## src/rtl/sha2_core.sv

```systemverilog
`default_nettype none
// sha2_core: SHA-256 / SHA-224 compression engine, 1, 2 or 4 rounds per clock.
// Blocks arrive pre-padded; W+K for the next round group is prefetched one cycle ahead.
module sha2_core #(
    parameter int BlockWidth     = 512,
    parameter int DigestWidth    = 256,
    parameter int RoundsPerCycle = 1
) (
    input  logic                   clk_i,
    input  logic                   rst_ni,
    input  logic [BlockWidth-1:0]  block_i,
    input  logic                   block_valid_i,
    output logic                   block_ready_o,
    input  logic                   last_i,
    input  logic                   mode_i,
    input  logic                   enable_hash_i,
    input  logic                   rst_hash_i,
    output logic                   idle_o,
    output logic                   busy_o,
    output logic [DigestWidth-1:0] digest_o,
    output logic                   digest_valid_o
);

    generate
        if (BlockWidth != 512) begin : g_bad_block_width
            $error("sha2_core: BlockWidth must be 512");
        end
        if (DigestWidth != 256) begin : g_bad_digest_width
            $error("sha2_core: DigestWidth must be 256");
        end
        if (RoundsPerCycle != 1 && RoundsPerCycle != 2 && RoundsPerCycle != 4) begin : g_bad_rounds
            $error("sha2_core: RoundsPerCycle must be 1, 2 or 4");
        end
    endgenerate

    typedef logic [31:0]       word_t;
    typedef logic [7:0][31:0]  regs_t;   // element 0 = a / H0 ... element 7 = h / H7
    typedef logic [15:0][31:0] win_t;    // element 0 = oldest word of the schedule window

    typedef enum logic [2:0] {
        ST_IDLE    = 3'd0,
        ST_HASHING = 3'd1,
        ST_FINAL   = 3'd2,
        ST_WAIT    = 3'd3,
        ST_DONE    = 3'd4
    } state_t;

    localparam regs_t IV256 = {32'h5be0cd19, 32'h1f83d9ab, 32'h9b05688c, 32'h510e527f,
                               32'ha54ff53a, 32'h3c6ef372, 32'hbb67ae85, 32'h6a09e667};
    localparam regs_t IV224 = {32'hbefa4fa4, 32'h64f98fa7, 32'h68581511, 32'hffc00b31,
                               32'hf70e5939, 32'h3070dd17, 32'h367cd507, 32'hc1059ed8};

    localparam word_t K_ROM [64] = '{
        32'h428a2f98, 32'h71374491, 32'hb5c0fbcf, 32'he9b5dba5, 32'h3956c25b, 32'h59f111f1, 32'h923f82a4, 32'hab1c5ed5,
        32'hd807aa98, 32'h12835b01, 32'h243185be, 32'h550c7dc3, 32'h72be5d74, 32'h80deb1fe, 32'h9bdc06a7, 32'hc19bf174,
        32'he49b69c1, 32'hefbe4786, 32'h0fc19dc6, 32'h240ca1cc, 32'h2de92c6f, 32'h4a7484aa, 32'h5cb0a9dc, 32'h76f988da,
        32'h983e5152, 32'ha831c66d, 32'hb00327c8, 32'hbf597fc7, 32'hc6e00bf3, 32'hd5a79147, 32'h06ca6351, 32'h14292967,
        32'h27b70a85, 32'h2e1b2138, 32'h4d2c6dfc, 32'h53380d13, 32'h650a7354, 32'h766a0abb, 32'h81c2c92e, 32'h92722c85,
        32'ha2bfe8a1, 32'ha81a664b, 32'hc24b8b70, 32'hc76c51a3, 32'hd192e819, 32'hd6990624, 32'hf40e3585, 32'h106aa070,
        32'h19a4c116, 32'h1e376c08, 32'h2748774c, 32'h34b0bcb5, 32'h391c0cb3, 32'h4ed8aa4a, 32'h5b9cca4f, 32'h682e6ff3,
        32'h748f82ee, 32'h78a5636f, 32'h84c87814, 32'h8cc70208, 32'h90befffa, 32'ha4506ceb, 32'hbef9a3f7, 32'hc67178f2
    };

    localparam logic [6:0] LAST_PREFETCH = 7'd64;

    function automatic word_t rotr(input word_t x, input int n);
        return (x >> n) | (x << (32 - n));
    endfunction

    function automatic regs_t round_f(input regs_t s, input word_t wk);
        word_t t1, t2;
        t1 = s[7] + (rotr(s[4], 6) ^ rotr(s[4], 11) ^ rotr(s[4], 25))
                  + ((s[4] & s[5]) ^ (~s[4] & s[6])) + wk;
        t2 = (rotr(s[0], 2) ^ rotr(s[0], 13) ^ rotr(s[0], 22))
           + ((s[0] & s[1]) ^ (s[0] & s[2]) ^ (s[1] & s[2]));
        return {s[6:4], s[3] + t1, s[2:0], t1 + t2};
    endfunction

    function automatic win_t shift_f(input win_t w);
        word_t nw;
        nw = (rotr(w[14], 17) ^ rotr(w[14], 19) ^ (w[14] >> 10)) + w[9]
           + (rotr(w[1], 7) ^ rotr(w[1], 18) ^ (w[1] >> 3)) + w[0];
        return {nw, w[15:1]};
    endfunction

    function automatic win_t load_f(input logic [BlockWidth-1:0] blk);
        win_t w;
        for (int k = 0; k < 16; k++) begin
            w[k] = blk[511 - 32*k -: 32];
        end
        return w;
    endfunction

    state_t state, state_next;
    regs_t  v, h, hsum;
    win_t   win;
    logic [RoundsPerCycle-1:0][31:0] wk, wk_next;
    logic [6:0] t;          // index of the next schedule word to prefetch
    logic       primed;     // wk holds the group for the next rounds
    logic       mode;
    logic       last;
    logic [DigestWidth-1:0] digest;

    regs_t rv [RoundsPerCycle+1];
    win_t  rw [RoundsPerCycle+1];

    always_comb begin
        rv[0] = v;
        rw[0] = win;
        for (int j = 0; j < RoundsPerCycle; j++) begin
            rv[j+1]    = round_f(rv[j], wk[j]);
            wk_next[j] = rw[j][0] + K_ROM[6'(32'(t) + j)];
            rw[j+1]    = shift_f(rw[j]);
        end
    end

    always_comb begin
        for (int k = 0; k < 8; k++) begin
            hsum[k] = h[k] + v[k];
        end
    end

    assign block_ready_o  = (state == ST_IDLE || state == ST_WAIT) && !rst_hash_i;
    assign idle_o         = (state == ST_IDLE);
    assign busy_o         = (state == ST_HASHING || state == ST_FINAL);
    assign digest_valid_o = (state == ST_DONE);
    assign digest_o       = digest;

    always_ff @(posedge clk_i or negedge rst_ni) begin
        if (!rst_ni) begin
            state <= ST_IDLE;
        end else begin
            state <= state_next;
        end
    end

    always_comb begin
        state_next = state;
        if (rst_hash_i) begin
            state_next = ST_IDLE;
        end else begin
            case (state)
                ST_IDLE:    if (block_valid_i) state_next = ST_HASHING;
                ST_HASHING: if (enable_hash_i && primed && t == LAST_PREFETCH) state_next = ST_FINAL;
                ST_FINAL:   state_next = last ? ST_DONE : ST_WAIT;
                ST_WAIT:    if (block_valid_i) state_next = ST_HASHING;
                ST_DONE:    state_next = ST_DONE;
                default:    state_next = ST_IDLE;
            endcase
        end
    end

    always_ff @(posedge clk_i or negedge rst_ni) begin
        if (!rst_ni) begin
            v      <= IV256;
            h      <= IV256;
            win    <= '0;
            wk     <= '0;
            t      <= '0;
            primed <= 1'b0;
            mode   <= 1'b0;
            last   <= 1'b0;
            digest <= '0;
        end else if (rst_hash_i) begin
            v      <= IV256;
            h      <= IV256;
            win    <= '0;
            wk     <= '0;
            t      <= '0;
            primed <= 1'b0;
            mode   <= 1'b0;
            last   <= 1'b0;
            digest <= '0;
        end else begin
            case (state)
                ST_IDLE: begin
                    if (block_valid_i) begin
                        mode   <= mode_i;
                        v      <= mode_i ? IV224 : IV256;
                        h      <= mode_i ? IV224 : IV256;
                        win    <= load_f(block_i);
                        last   <= last_i;
                        t      <= '0;
                        primed <= 1'b0;
                    end
                end
                ST_WAIT: begin
                    if (block_valid_i) begin
                        win    <= load_f(block_i);
                        last   <= last_i;
                        t      <= '0;
                        primed <= 1'b0;
                    end
                end
                ST_HASHING: begin
                    // First enabled cycle only fills wk; rounds start once primed.
                    if (enable_hash_i) begin
                        wk     <= wk_next;
                        win    <= rw[RoundsPerCycle];
                        t      <= t + 7'(RoundsPerCycle);
                        primed <= 1'b1;
                        if (primed) begin
                            v <= rv[RoundsPerCycle];
                        end
                    end
                end
                ST_FINAL: begin
                    h <= hsum;
                    if (last) begin
                        if (mode) begin
                            digest <= {hsum[0], hsum[1], hsum[2], hsum[3],
                                       hsum[4], hsum[5], hsum[6], 32'h0};
                        end else begin
                            digest <= {hsum[0], hsum[1], hsum[2], hsum[3],
                                       hsum[4], hsum[5], hsum[6], hsum[7]};
                        end
                    end else begin
                        v <= hsum;
                    end
                end
                default: ;
            endcase
        end
    end

endmodule
`default_nettype wire

```

## config.mk

```make
export PLATFORM = sky130hd
export DESIGN_NAME = sha2_core
export DESIGN_NICKNAME = d
export VERILOG_FILES = /design/src/rtl/sha2_core.sv
export SDC_FILE = /design/constraint.sdc
export NUM_CORES = 2
export LEC_CHECK = 0
export BUFFER_PORTS_ARGS = -buffer_cell sky130_fd_sc_hd__buf_2
export CAP_MARGIN = 20
export CORE_MARGIN = 8
export CORE_UTILIZATION = 60
export DETAILED_ROUTE_END_ITERATION = 16
export PLACE_DENSITY_LB_ADDON = 0.08
export SLEW_MARGIN = 0
export SYNTH_ARGS = -nofsm -noshare
export SYNTH_HDL_FRONTEND = slang
export SYNTH_SLANG_ARGS = --single-unit
```

## constraint.sdc

```tcl
create_clock -name clk_i -period 8.7 [get_ports clk_i]
set_input_delay 0.87 -clock clk_i [delete_from_list [all_inputs] [get_ports clk_i]]
set_output_delay 0.87 -clock clk_i [all_outputs]
set_load 0.01 [all_outputs]
```

==> run summary <==
Final setup vio count: 0
PostCTS Resize Cnt: 0
Period utilization: 94.6%
CP arrival: 8.94 ns
Synthesized area: 0.0858 mm2
CTS Buffer Depth: 3
Seq/Total Area, Yosys: 39.0%
Number of synthesized flops with an enable pin: 0
Req. time, crit path: 9.40 ns
Drt via density: 6.69
Wire length on met2: 152 mm
Fmax: 0.121 GHz
Full die area: 0.155 mm2
Sink Count: 1,325
Slowest stage delay, CP: 0.65 ns
Yosys reg bits: 1,325
Compound-Gate Fraction of Synth Area: 23.1%
Initial antenna violation count: 95
Post-Synth Adder-Cell Area: 10.0%
Multiplexer area fraction after synthesis: 5.75%
Post-Synthesis Cells: 9,282
Initial Utilization: 60.5%
H-tree depth: 4
NumNets Final: 10,800
CP delay by family, top: compound AO/OA/AOI/OAI gates
Final WL: 348 mm
CP max stage cell: dfstp_2
Met1 WL: 128 mm
# rows: 138
Pins Over Slew Limit: 0
Vias in the first global route: 76,300
Critical Path Sink Type: flip-flop
Worst setup path class: flip-flop to flip-flop
TritonCTS Buffers: 147
Synth cell types: 93
Per-cell routed wire length: 29.6 um
TNS Setup: 0 ns
Hold buffers post-CTS: 0
Placer congestion estimate: 1.05
DRC errors left: 0
Starting DRT DRC Count: 9,676
Worst Path Buf+Inv: 3
Avg Cell Area, Syn: 9.24 um2
Total gr overflow: 0
Most used flip-flop cell after synthesis: dfrtp_1
Worst-Margin Slew: 1.30 ns
CTS root buf: clkbuf_16
Synth top area share: 30.7%
DRT antenna net count: 0
Setup crit start kind: flip-flop
Post-synthesis simple-gate area fraction: 11.1%
Clock Latency Late Sink: 0.81 ns
Largest net degree at the start of global routing: 260
Tmin final: 8.23 ns
Die height: 394 um
# Post-CTS Setup Buffers: 0
Failing checks: hold timing
Core region area: 0.142 mm2
Worst Hold Slack: -0.0313 ns
First-pass DRT Iterations: 8
Synth Area in XOR/XNOR: 6.05%
Vias: 78,600
Fillers: 11,200
First-pass GRT wire length: 508 mm
Layout cell share with drive strength beyond 1: 15.4%
Dpl hpwl: 257 mm
Synth async-reset ratio: 100%
Syn. warnings: 0
Top cells by instance count after synthesis: nand2_1 (1,124), dfrtp_1 (1,053), a21oi_1 (725)
CTS tree: built
Area delta synth->final: 12.2%
Buffers on Ports: 778
Status: finished with violations
Largest family of logic cells by synthesized area: compound AO/OA/AOI/OAI gates
Worst-path fanout max: 7
Synth area leader: dfrtp_1
Final Hold Fails: 7
Worst-path clk slew: 0.06 ns
Slew margin rel.: 13.2%
Top-count cell post-synth: nand2_1
I/O Pins: 779
HP Class: input port to async pin
Post-synth net total: 10,400
Synth area leaders: dfrtp_1 (31%), dfstp_2 (8.3%), ha_1 (6.1%), mux2i_1 (5.3%), nand2_1 (4.9%)
Gr usage total: 43.0%
Max Used Layer: met5
Met3 WL: 37.3 mm
Chip Width: 394 um
Unrepaired setup endpoints after global routing: no
Most used cell, CP: a21oi_1
Worst Skew: 0.0332 ns
Maxcap violations: 0
cell type report:
type	instances	area (um2)	area share [%]
repair buffers	888	5010	5.21
clock buffers	205	4200	4.36
flip-flops and latches	1325	33500	34.8
clock inverters	70	1040	1.08
well taps	1890	2360	2.46
diodes	61	153	0.159
inverters	451	1690	1.76
multi-input cells	6851	48300	50.2
registers in the layout, summed over array words and instances (netlist names):
name,flops
last,1
digest_o,256
h,256
t,7
mode,1
primed,1
state,3
wk,32
rw,512
rv,256
final timing paths:
check	from	endpoint	cells after the start	slack, ns
min	rst_ni	digest_o[167]	1	-0.03
max	rv[172]	rv[61]	30	0.47
max reg2reg	rv[172]	rv[61]	30	0.47
max in group asynchronous	rst_ni	rw[477]	3	6.53
min reg2reg	digest_o[63]	digest_o[63]	2	0.47
min in group clk_i	block_i[28]	rw[476]	3	0.33
layer usage:
metal	track usage, %	up-vias
met1	53.8	38400
met5	0	-
met2	64.9	4846
met3	10.9	1315
li1	-	34000
met4	30.6	66
metrics by stage:
step           setup slack (ns)  utilization (%)  area (um2)  instances  hold WS (ns)
2_1_floorplan              1.72                -       85800       9282         0.447
3_3_place_gp              0.638             64.1       90800      11400         0.458
3_5_place_dp              0.628             64.1       90800      11400         0.464
4_1_cts                   0.523             67.8       96100      11700       0.00575
5_1_grt                   0.104             67.9       96200      11700        0.0272
6_report                  0.467             67.9       96300      11700       -0.0313
cells in the final DEF (no fill, tap or decap), drive strengths merged, types with 49 or more instances in the layout:
master and instances:
o21a 54, xnor2 359, ha 420, a221oi 79
dfrtp 1053, nand2b 59, buf 888, a31oi 81
a21oi 725, mux2i 456, o22a 88, inv 456
xor2 231, nor3 113, a21o 235, o31ai 468
clkbuf 205, a211oi 106, diode 61, fa 166
o21ai 508, and3 49, a22o 254, nand2 1124
dfstp 272, nand3 97, o21bai 63, nor2 606
logic make-up (layout without fill, tap and decap cells):
group | Yosys count | in the layout
AO/OA/AOI/OAI | 2949 | 2949
XOR/XNOR | 591 | 591
adder cells (fa/ha/maj) | 589 | 589
buffers and inverters | 1106 | 1614
flip-flops | 1325 | 1325
multiplexers | 479 | 479
other | 0 | 61
AND/OR/NAND/NOR | 2243 | 2243
Power is not shown: default switching activity piles up to over one toggle a cycle in this logic, so the estimate is an artifact.
